--- src/rtl/pwm_reg_pkg.sv ---
// pwm_reg_pkg: shared constants for the PWM register bank / update scheduler.
//   - register address map (duty low, duty high, ctrl, command)
//   - command and ctrl bit positions
//   - scheduler FSM state enum
package pwm_reg_pkg;

  localparam int ADDR_DUTY_LO = 0;
  localparam int ADDR_DUTY_HI = 1;
  localparam int ADDR_CTRL    = 2;
  localparam int ADDR_CMD     = 3;

  localparam int CMD_COMMIT_BIT = 0;
  localparam int CMD_ABORT_BIT  = 1;

  localparam int CTRL_EN_BIT  = 0;
  localparam int CTRL_INV_BIT = 1;

  typedef enum logic {
    ST_IDLE  = 1'b0,
    ST_ARMED = 1'b1
  } state_e;

endpackage

--- src/rtl/pwm_reg_wdog.sv ---
// pwm_reg_wdog: link watchdog counter.
//   Reloads to RELOAD whenever load_i is high, otherwise counts down and
//   saturates at zero. expire_o pulses for one cycle on the first cycle the
//   count sits at zero.
// Ports:
//   clk, rst_n  clock and asynchronous active-low reset
//   load_i      reload strobe (host activity)
//   expire_o    one-cycle expiry pulse
module pwm_reg_wdog #(
  parameter int          W      = 24,
  parameter logic [W-1:0] RELOAD = '1
) (
  input  logic clk,
  input  logic rst_n,
  input  logic load_i,
  output logic expire_o
);

  logic [W-1:0] cnt_q, cnt_d;
  logic         zero_q, zero_d;

  always_comb begin
    cnt_d = cnt_q;
    if (load_i) begin
      cnt_d = RELOAD;
    end else if (cnt_q != '0) begin
      cnt_d = cnt_q - 1'b1;
    end
    zero_d = (cnt_q == '0);
  end

  always_ff @(posedge clk or negedge rst_n) begin
    if (!rst_n) begin
      cnt_q  <= RELOAD;
      zero_q <= 1'b0;
    end else begin
      cnt_q  <= cnt_d;
      zero_q <= zero_d;
    end
  end

  // zero_q lags the count by one cycle, so this is high only on the first
  // cycle of a zero count.
  assign expire_o = (cnt_q == '0) && !zero_q;

endmodule

--- src/rtl/pwm_reg_sched.sv ---
// pwm_reg_sched: register bank and update scheduler feeding the PWM core.
//   Host byte writes land in a shadow bank. A COMMIT arms the scheduler; the
//   shadow is copied into the active configuration on the next period_end,
//   so the core only ever sees a complete duty word. ABORT disarms.
//   Optional link watchdog (macro PWMREG_WDOG_EN) forces pwm_en low and sets
//   a sticky wdog_trip flag when the host stops writing.
//
// Handshake: regDataValid is a single-cycle strobe with no back-pressure;
// regAddr/regData are sampled only in a cycle where regDataValid is high.
// period_end is a one-cycle pulse sampled every cycle.
//
// Ports:
//   clk, rst_n      clock, asynchronous active-low reset
//   regAddr/regData/regDataValid  register write interface
//   period_end      last count of a PWM period
//   duty/pwm_en/pwm_inv  active configuration (registered)
//   update_pending  commit armed, waiting for period_end
//   update_done     one-cycle pulse when a commit was applied
//   wdog_trip       sticky watchdog flag (0 without PWMREG_WDOG_EN)
//   dbg_state       scheduler FSM state
module pwm_reg_sched
  import pwm_reg_pkg::*;
#(
  parameter int          REGBITS     = 2,
  parameter int          DUTYBITS    = 16,
  parameter logic [15:0] DUTY_MAX    = 16'hFFFF,
  parameter logic [23:0] WDOG_CYCLES = 24'd12_000_000
) (
  input  logic                clk,
  input  logic                rst_n,
  input  logic [REGBITS-1:0]  regAddr,
  input  logic [7:0]          regData,
  input  logic                regDataValid,
  input  logic                period_end,
  output logic [DUTYBITS-1:0] duty,
  output logic                pwm_en,
  output logic                pwm_inv,
  output logic                update_pending,
  output logic                update_done,
  output logic                wdog_trip,
  output state_e              dbg_state
);

  localparam logic [DUTYBITS-1:0] DUTY_CLAMP = DUTY_MAX[DUTYBITS-1:0];

  // Write decode
  logic wr_lo, wr_hi, wr_ctrl, wr_cmd;
  logic cmd_commit, cmd_abort;

  assign wr_lo   = regDataValid && (regAddr == REGBITS'(ADDR_DUTY_LO));
  assign wr_hi   = regDataValid && (regAddr == REGBITS'(ADDR_DUTY_HI));
  assign wr_ctrl = regDataValid && (regAddr == REGBITS'(ADDR_CTRL));
  assign wr_cmd  = regDataValid && (regAddr == REGBITS'(ADDR_CMD));

  // ABORT takes precedence when both command bits are set.
  assign cmd_abort  = wr_cmd && regData[CMD_ABORT_BIT];
  assign cmd_commit = wr_cmd && regData[CMD_COMMIT_BIT] && !regData[CMD_ABORT_BIT];

  // Shadow bank
  logic [7:0]          sh_lo_q, sh_lo_d;
  logic [DUTYBITS-9:0] sh_hi_q, sh_hi_d;
  logic                sh_en_q, sh_en_d;
  logic                sh_inv_q, sh_inv_d;

  always_comb begin
    sh_lo_d  = sh_lo_q;
    sh_hi_d  = sh_hi_q;
    sh_en_d  = sh_en_q;
    sh_inv_d = sh_inv_q;
    if (wr_lo)   sh_lo_d = regData;
    if (wr_hi)   sh_hi_d = regData[DUTYBITS-9:0];
    if (wr_ctrl) begin
      sh_en_d  = regData[CTRL_EN_BIT];
      sh_inv_d = regData[CTRL_INV_BIT];
    end
  end

  // Scheduler FSM
  state_e state_q, state_d;
  logic   apply;

  always_comb begin
    state_d = state_q;
    apply   = 1'b0;
    case (state_q)
      ST_IDLE: begin
        // period_end here is ignored even if COMMIT arrives with it.
        if (cmd_commit) state_d = ST_ARMED;
      end
      ST_ARMED: begin
        if (cmd_abort) begin
          state_d = ST_IDLE;
        end else if (period_end) begin
          apply   = 1'b1;
          state_d = ST_IDLE;
        end
      end
      default: state_d = ST_IDLE;
    endcase
  end

  // Active configuration. The copy reads the registered shadow, so a byte
  // written in the apply cycle waits for the next commit.
  logic [DUTYBITS-1:0] duty_cand, duty_clamped;
  logic [DUTYBITS-1:0] duty_q, duty_d;
  logic                en_q, en_d;
  logic                inv_q, inv_d;
  logic                done_q, done_d;
  logic                trip_q, trip_d;
  logic                wdog_expire;

  assign duty_cand    = {sh_hi_q, sh_lo_q};
  assign duty_clamped = (duty_cand > DUTY_CLAMP) ? DUTY_CLAMP : duty_cand;

`ifdef PWMREG_WDOG_EN
  pwm_reg_wdog #(
    .W      (24),
    .RELOAD (WDOG_CYCLES)
  ) u_wdog (
    .clk      (clk),
    .rst_n    (rst_n),
    .load_i   (regDataValid),
    .expire_o (wdog_expire)
  );
`else
  assign wdog_expire = 1'b0;
  logic unused_wdog;
  assign unused_wdog = ^WDOG_CYCLES;
`endif

  always_comb begin
    duty_d = duty_q;
    en_d   = en_q;
    inv_d  = inv_q;
    done_d = apply;
    trip_d = trip_q;
    if (apply) begin
      duty_d = duty_clamped;
      en_d   = sh_en_q;
      inv_d  = sh_inv_q;
      trip_d = 1'b0;
    end
    // Expiry overrides a coincident apply: the link is considered dead.
    if (wdog_expire) begin
      en_d   = 1'b0;
      trip_d = 1'b1;
    end
  end

  always_ff @(posedge clk or negedge rst_n) begin
    if (!rst_n) begin
      state_q  <= ST_IDLE;
      sh_lo_q  <= '0;
      sh_hi_q  <= '0;
      sh_en_q  <= 1'b0;
      sh_inv_q <= 1'b0;
      duty_q   <= '0;
      en_q     <= 1'b0;
      inv_q    <= 1'b0;
      done_q   <= 1'b0;
      trip_q   <= 1'b0;
    end else begin
      state_q  <= state_d;
      sh_lo_q  <= sh_lo_d;
      sh_hi_q  <= sh_hi_d;
      sh_en_q  <= sh_en_d;
      sh_inv_q <= sh_inv_d;
      duty_q   <= duty_d;
      en_q     <= en_d;
      inv_q    <= inv_d;
      done_q   <= done_d;
      trip_q   <= trip_d;
    end
  end

  assign duty           = duty_q;
  assign pwm_en         = en_q;
  assign pwm_inv        = inv_q;
  assign update_pending = (state_q == ST_ARMED);
  assign update_done    = done_q;
  assign wdog_trip      = trip_q;
  assign dbg_state      = state_q;

endmodule

--- config.mk ---
export PLATFORM = sky130hd
export DESIGN_NAME = pwm_reg_sched
export DESIGN_NICKNAME = d
export VERILOG_FILES = /design/src/rtl/pwm_reg_pkg.sv /design/src/rtl/pwm_reg_wdog.sv /design/src/rtl/pwm_reg_sched.sv
export SDC_FILE = /design/constraint.sdc
export NUM_CORES = 1
export LEC_CHECK = 0
export CORE_UTILIZATION = 52
export DETAILED_ROUTE_END_ITERATION = 10
export MAX_ROUTING_LAYER = met4
export PLACE_DENSITY = 0.81
export SYNTH_ARGS = -nofsm -noshare
export SYNTH_HDL_FRONTEND = slang
export SYNTH_HIERARCHICAL = 1
export SYNTH_SLANG_ARGS = --single-unit
--- constraint.sdc ---
create_clock -name clk -period 2.85 [get_ports clk]
set_input_delay 0.57 -clock clk [delete_from_list [all_inputs] [get_ports clk]]
set_output_delay 0.57 -clock clk [all_outputs]
set_load 0.02 [all_outputs]
# ---- Word-level counts from Yosys, hierarchy flattened
# Index checks and enable logic that the tools add are counted.
dict set report totals {
  output_inout_bits 22
  register_bits 38
  word_cells 31
  input_bits 14
}
dict set report classes {
  n_mux 8
  reduce_logical 9
  n_lt_le_gt_ge 1
  eq_ne 3
  bitwise 1
}
# op count
set op_table {}
lappend op_table {{$gt A16 B16 Y1 const B} 1}
lappend op_table {{$mux W16} 1}
lappend op_table {{$logic_and A1 B1 Y1} 7}
lappend op_table {{$mux W1} 6}
lappend op_table {{$eq A2 B2 Y1 const B} 2}
lappend op_table {{$eq A2 B1 Y1 const B} 1}
lappend op_table {{$logic_not A2 Y1} 1}
lappend op_table {{$pmux W1 S2} 1}
lappend op_table {{$logic_not A1 Y1} 1}
lappend op_table {{$not A1 Y1} 1}

# ---- Logic depth before layout (Yosys ltp)
dict set report logic_depth {
  ltp_word 6
  depth_mapped 4
  depth_no_buf 3
}

# ---- Worst setup path after synthesis
# OpenSTA, ideal clock, no wires.
dict set report synth_timing {
  path_type {input-to-reg}
  startpoint {input port regDataValid}
  endpoint {register duty_q[10], in the netlist duty[10]}
  path_slack_ns 1.214
  arrival_time_ns 1.511
  setup_time_ns 0.125
  t_required_ns 2.725
  cell_stages 4
  path_cell_list {and3_4 a21oi_4 buf_12 mux2_4}
}
dict set report synth_via {
  elab_chain_len 4
}
# element line_no
set synth_lines {}
lappend synth_lines {{from (decl)} pwm_reg_sched.sv:33} ;# input logic regDataValid,
lappend synth_lines {{$logic_and A1 B1 Y1} pwm_reg_sched.sv:53} ;# assign wr_cmd = regDataValid && (regAddr == REGBITS'(ADDR_CMD));
lappend synth_lines {{$logic_and A1 B1 Y1} pwm_reg_sched.sv:56} ;# assign cmd_abort = wr_cmd && regData[CMD_ABORT_BIT];
lappend synth_lines {{$mux W1} pwm_reg_sched.sv:91} ;# if (cmd_abort) begin
lappend synth_lines {{$mux W1} pwm_reg_sched.sv:85} ;# case (state_q)
lappend synth_lines {{net apply} pwm_reg_sched.sv:80} ;# logic apply;
lappend synth_lines {{to (signal assigned)} pwm_reg_sched.sv:168} ;# duty_q <= duty_d;
lappend synth_lines {{to (decl)} pwm_reg_sched.sv:105} ;# logic [DUTYBITS-1:0] duty_q, duty_d;
# The timed path passes the listed nets, and every way through them passes these cells.
# A chain may end at the register's enable or synchronous reset.

# ---- Worst setup path in the final report
dict set report layout_timing {
  startpoint {input port regAddr[0]}
  endpoint {register duty_q[3], in the netlist duty[3]}
}
dict set report layout_via {
  elab_chain_len 5
}
# element line_no
set layout_lines {}
lappend layout_lines {{from (decl)} pwm_reg_sched.sv:31} ;# input logic [REGBITS-1:0] regAddr,
lappend layout_lines {{$eq A2 B2 Y1} pwm_reg_sched.sv:53}
lappend layout_lines {{$logic_and A1 B1 Y1} pwm_reg_sched.sv:53}
lappend layout_lines {{$logic_and A1 B1 Y1} pwm_reg_sched.sv:56}
lappend layout_lines {{$mux W1} pwm_reg_sched.sv:91}
lappend layout_lines {{$mux W1} pwm_reg_sched.sv:85}
# No other way between the ends.

==> metrics.yaml <==
clocking:
  cts-root-buf: "clkbuf_4"
  cts_max_path_buffers: 2
  clkLatencyLatePin_ps: 350
  tritoncts: "done"
  cts_made_buffers: 5
  post-cts-setup-buffers: 0
  cts-resized-gates: 0
  path_clk_slew_ps: 110
  cts_num_sinks: 38
  cts_max_level: 2
  postCtsHoldBufs: 0
power_and_ir_drop:
  p_switching_uw: 545
  finalPower_mw: 1.77
  seqPwrFrac_pct: 45.8
  power_density_nw_per_um2: 923
  pwr-share-clk_pct: 15.4
  p_leak_nw: 0.825
  internal_power_mw: 1.23
  p_sw_share_pct: 30.7
  vdd_drop_max_mv: 0.651
  combPwrFrac_pct: 38.8
drt:
  dr.first_iter.drc_count: 7
  first_pass_iters: 2
  wire_per_inst_um: 15.8
  vias: 851
  via_per_inst: 5.35
  drcViolationCount: 0
  routed_wl_mm: 2.52
  ant_nets: 0
status:
  status: "finished, final reports clean"
setup_path:
  r2r_end: "duty[3]"
  cp_max_fo: 11
  rr_startpoint: "dbg_state"
  start_kind: "input port"
  endpoint_kind: "flop"
  crit_arrival_ps: 2260
  criticalPathCategory: "input port to flop"
  reg2reg_slack_ps: 1240
  worstPathRequired_ps: 3090
  worst-r2r-cell-count: 4
floorplan:
  placementRows: 19
  dieArea_sq_um: 3130
  die_h_um: 55.9
  start_util_pct: 54.9
  core_sq_um: 2760
  fp.dieW_um: 55.9
  pin_count: 36
synth:
  syn_area_sq_um: 1510
  yosys_register_bits: 38
  synth_top_family_by_area: "multiplexers"
  yosysSeqAreaShare_pct: 62.9
  synth_compound_area_share_pct: 2.07
  syn_inst: 89
  syn-num-nets: 103
  synthAdderAreaFrac_pct: 0
  avgSynthCellArea_sq_um: 17.0
  synth_xor_xnor_area_share_pct: 0
  muxShareOfSynthArea_pct: 29.0
  yosysWarningCount: 6
  yosysUniqueCellTypes: 16
  yosys.area_share.simple_pct: 3.23
global_route:
  grtUsageTotal_pct: 19.8
  grt_pass1_wl_mm: 4.30
  grt_max_degree: 39
  grt_pass1_vias: 881
  antenna_found_initial: 0
  gr-total-overflow: 0
sta:
  max_freq_ghz: 0.494
  min_period_over_period_pct: 71.1
  setup_viol: 0
  worstMarginPinSlew_ps: 825
  min_period_ps: 2030
  finClkSkew_ps: 12.3
  rsz0062_at_grt: "false"
  hold_violations: 0
  tns_ps: 0
  max_slew_margin_pct: 45.0
  finalMaxSlewViolations: 0
placement:
  portBuffers: 34
  dp.final_hpwl_mm: 1.79
  routabilityCongestion: 0.675
  placed_cell_area_sq_um: 1870
  placed_cells: 153
final_layout:
  postLayoutCellArea_sq_um: 1920
  final_core_util_pct: 69.6
  area_growth_pct: 26.8
  fin_nets: 143
  layout-drive-gt1-share_pct: 37.5
  fin_cells: 159
  n_antenna_cell: 0
min_path:
  worstHoldPathType: "input port to asynchronous set/reset pin"
run:
  drv_cap: 0
==> metrics by stage <==
stage / worst slack, ps / hold slack (ps)
6_report: 825 / 307
2_1_floorplan: 1210 / 274
5_1_grt: 744 / 366
4_1_cts: 819 / 316
3_3_place_gp: 480 / 483
3_5_place_dp: 431 / 486
==> how the worst max path moves through the flow <==
stage,slack (ps),start,depth (start not counted),to
2_1_floorplan,1210,regDataValid,4,duty[10]
3_3_place_gp,480,regAddr[0],5,duty[15]
3_5_place_dp,430,regAddr[0],5,duty[3]
4_1_cts,820,regAddr[0],5,duty[3]
5_1_grt,740,regAddr[0],5,duty[3]
6_report,820,regAddr[0],5,duty[3]
==> cell usage in the layout (no fill, tap or decap) <==
cell type         n
dfrtp_1          38
clkdlybuf4s50_1  33
mux2_2           27
mux2_4            9
clkbuf_4          5
nand2_1           2
buf_4             2
inv_1             1
and3_4            1
nor2b_1           1
a31oi_1           1
o32ai_1           1
a21oi_4           1
nand3b_1          1
nor3b_2           1
nor2_1            1
conb_1            1
clkbuf_8          1
buf_2             1
==> area by class of cell <==
type / count / area, sq um
fillers: 200 / 840
multi-input cells: 47 / 523
clock buffers: 6 / 51.3
well taps: 31 / 38.8
repair buffers: 36 / 350
flip-flops and latches: 38 / 951
inverters: 1 / 3.75
==> worst max-delay path, stage by stage <==
cell and delay (ps):
clkdlybuf4s50_1 470, and3_4 220, a21oi_4 360, buf_4 280
mux2_2 350
==> cells by family after synthesis <==
group	Yosys count
simple gates	7
flops	38
mux	36
buf+inv	4
other cells	1
compound gates	3
==> metal layers <==
metal	GRT usage [%]	part of all wire [%]	vias to the layer above
li1	-	-	390
met1	24.0	44	429
met2	28.4	47	24
met3	7.67	5.6	8
met4	11.1	3.4	0
met5	-	0	-
==> synth_stat cells <==
cell type | count | area (sq um)
dfrtp_1 | 38 | 951
mux2_2 | 27 | 304
mux2_4 | 9 | 135
buf_4 | 2 | 15.0
nand2_1 | 2 | 7.51
a21oi_4 | 1 | 16.3
a31oi_1 | 1 | 6.26
and3_4 | 1 | 11.3
buf_12 | 1 | 20.0
conb_1 | 1 | 3.75
inv_1 | 1 | 3.75
nand3b_1 | 1 | 7.51
nor2_1 | 1 | 3.75
nor2b_1 | 1 | 6.26
nor3b_2 | 1 | 12.5
o32ai_1 | 1 | 8.76
==> flip-flops by register name (all words and copies together) (netlist names) <==
register and count:
update_done 1, sh_hi_q 8, sh_en_q 1, pwm_en 1, duty 16, sh_inv_q 1, pwm_inv 1, dbg_state 1
sh_lo_q 8
==> power groups by stage <==
stage / Clock (mW) / Combinational, mW / Sequential (mW)
after detailed placement: 0 / 0.693 / 0.825
after CTS: 0.283 / 0.695 / 0.815
after global placement: 0 / 0.678 / 0.814
after floorplan: 0 / 0.212 / 0.967
after global routing: 0.303 / 0.725 / 0.835
final: 0.274 / 0.687 / 0.811
No activity file was read; power rests on OpenSTA's default activity.
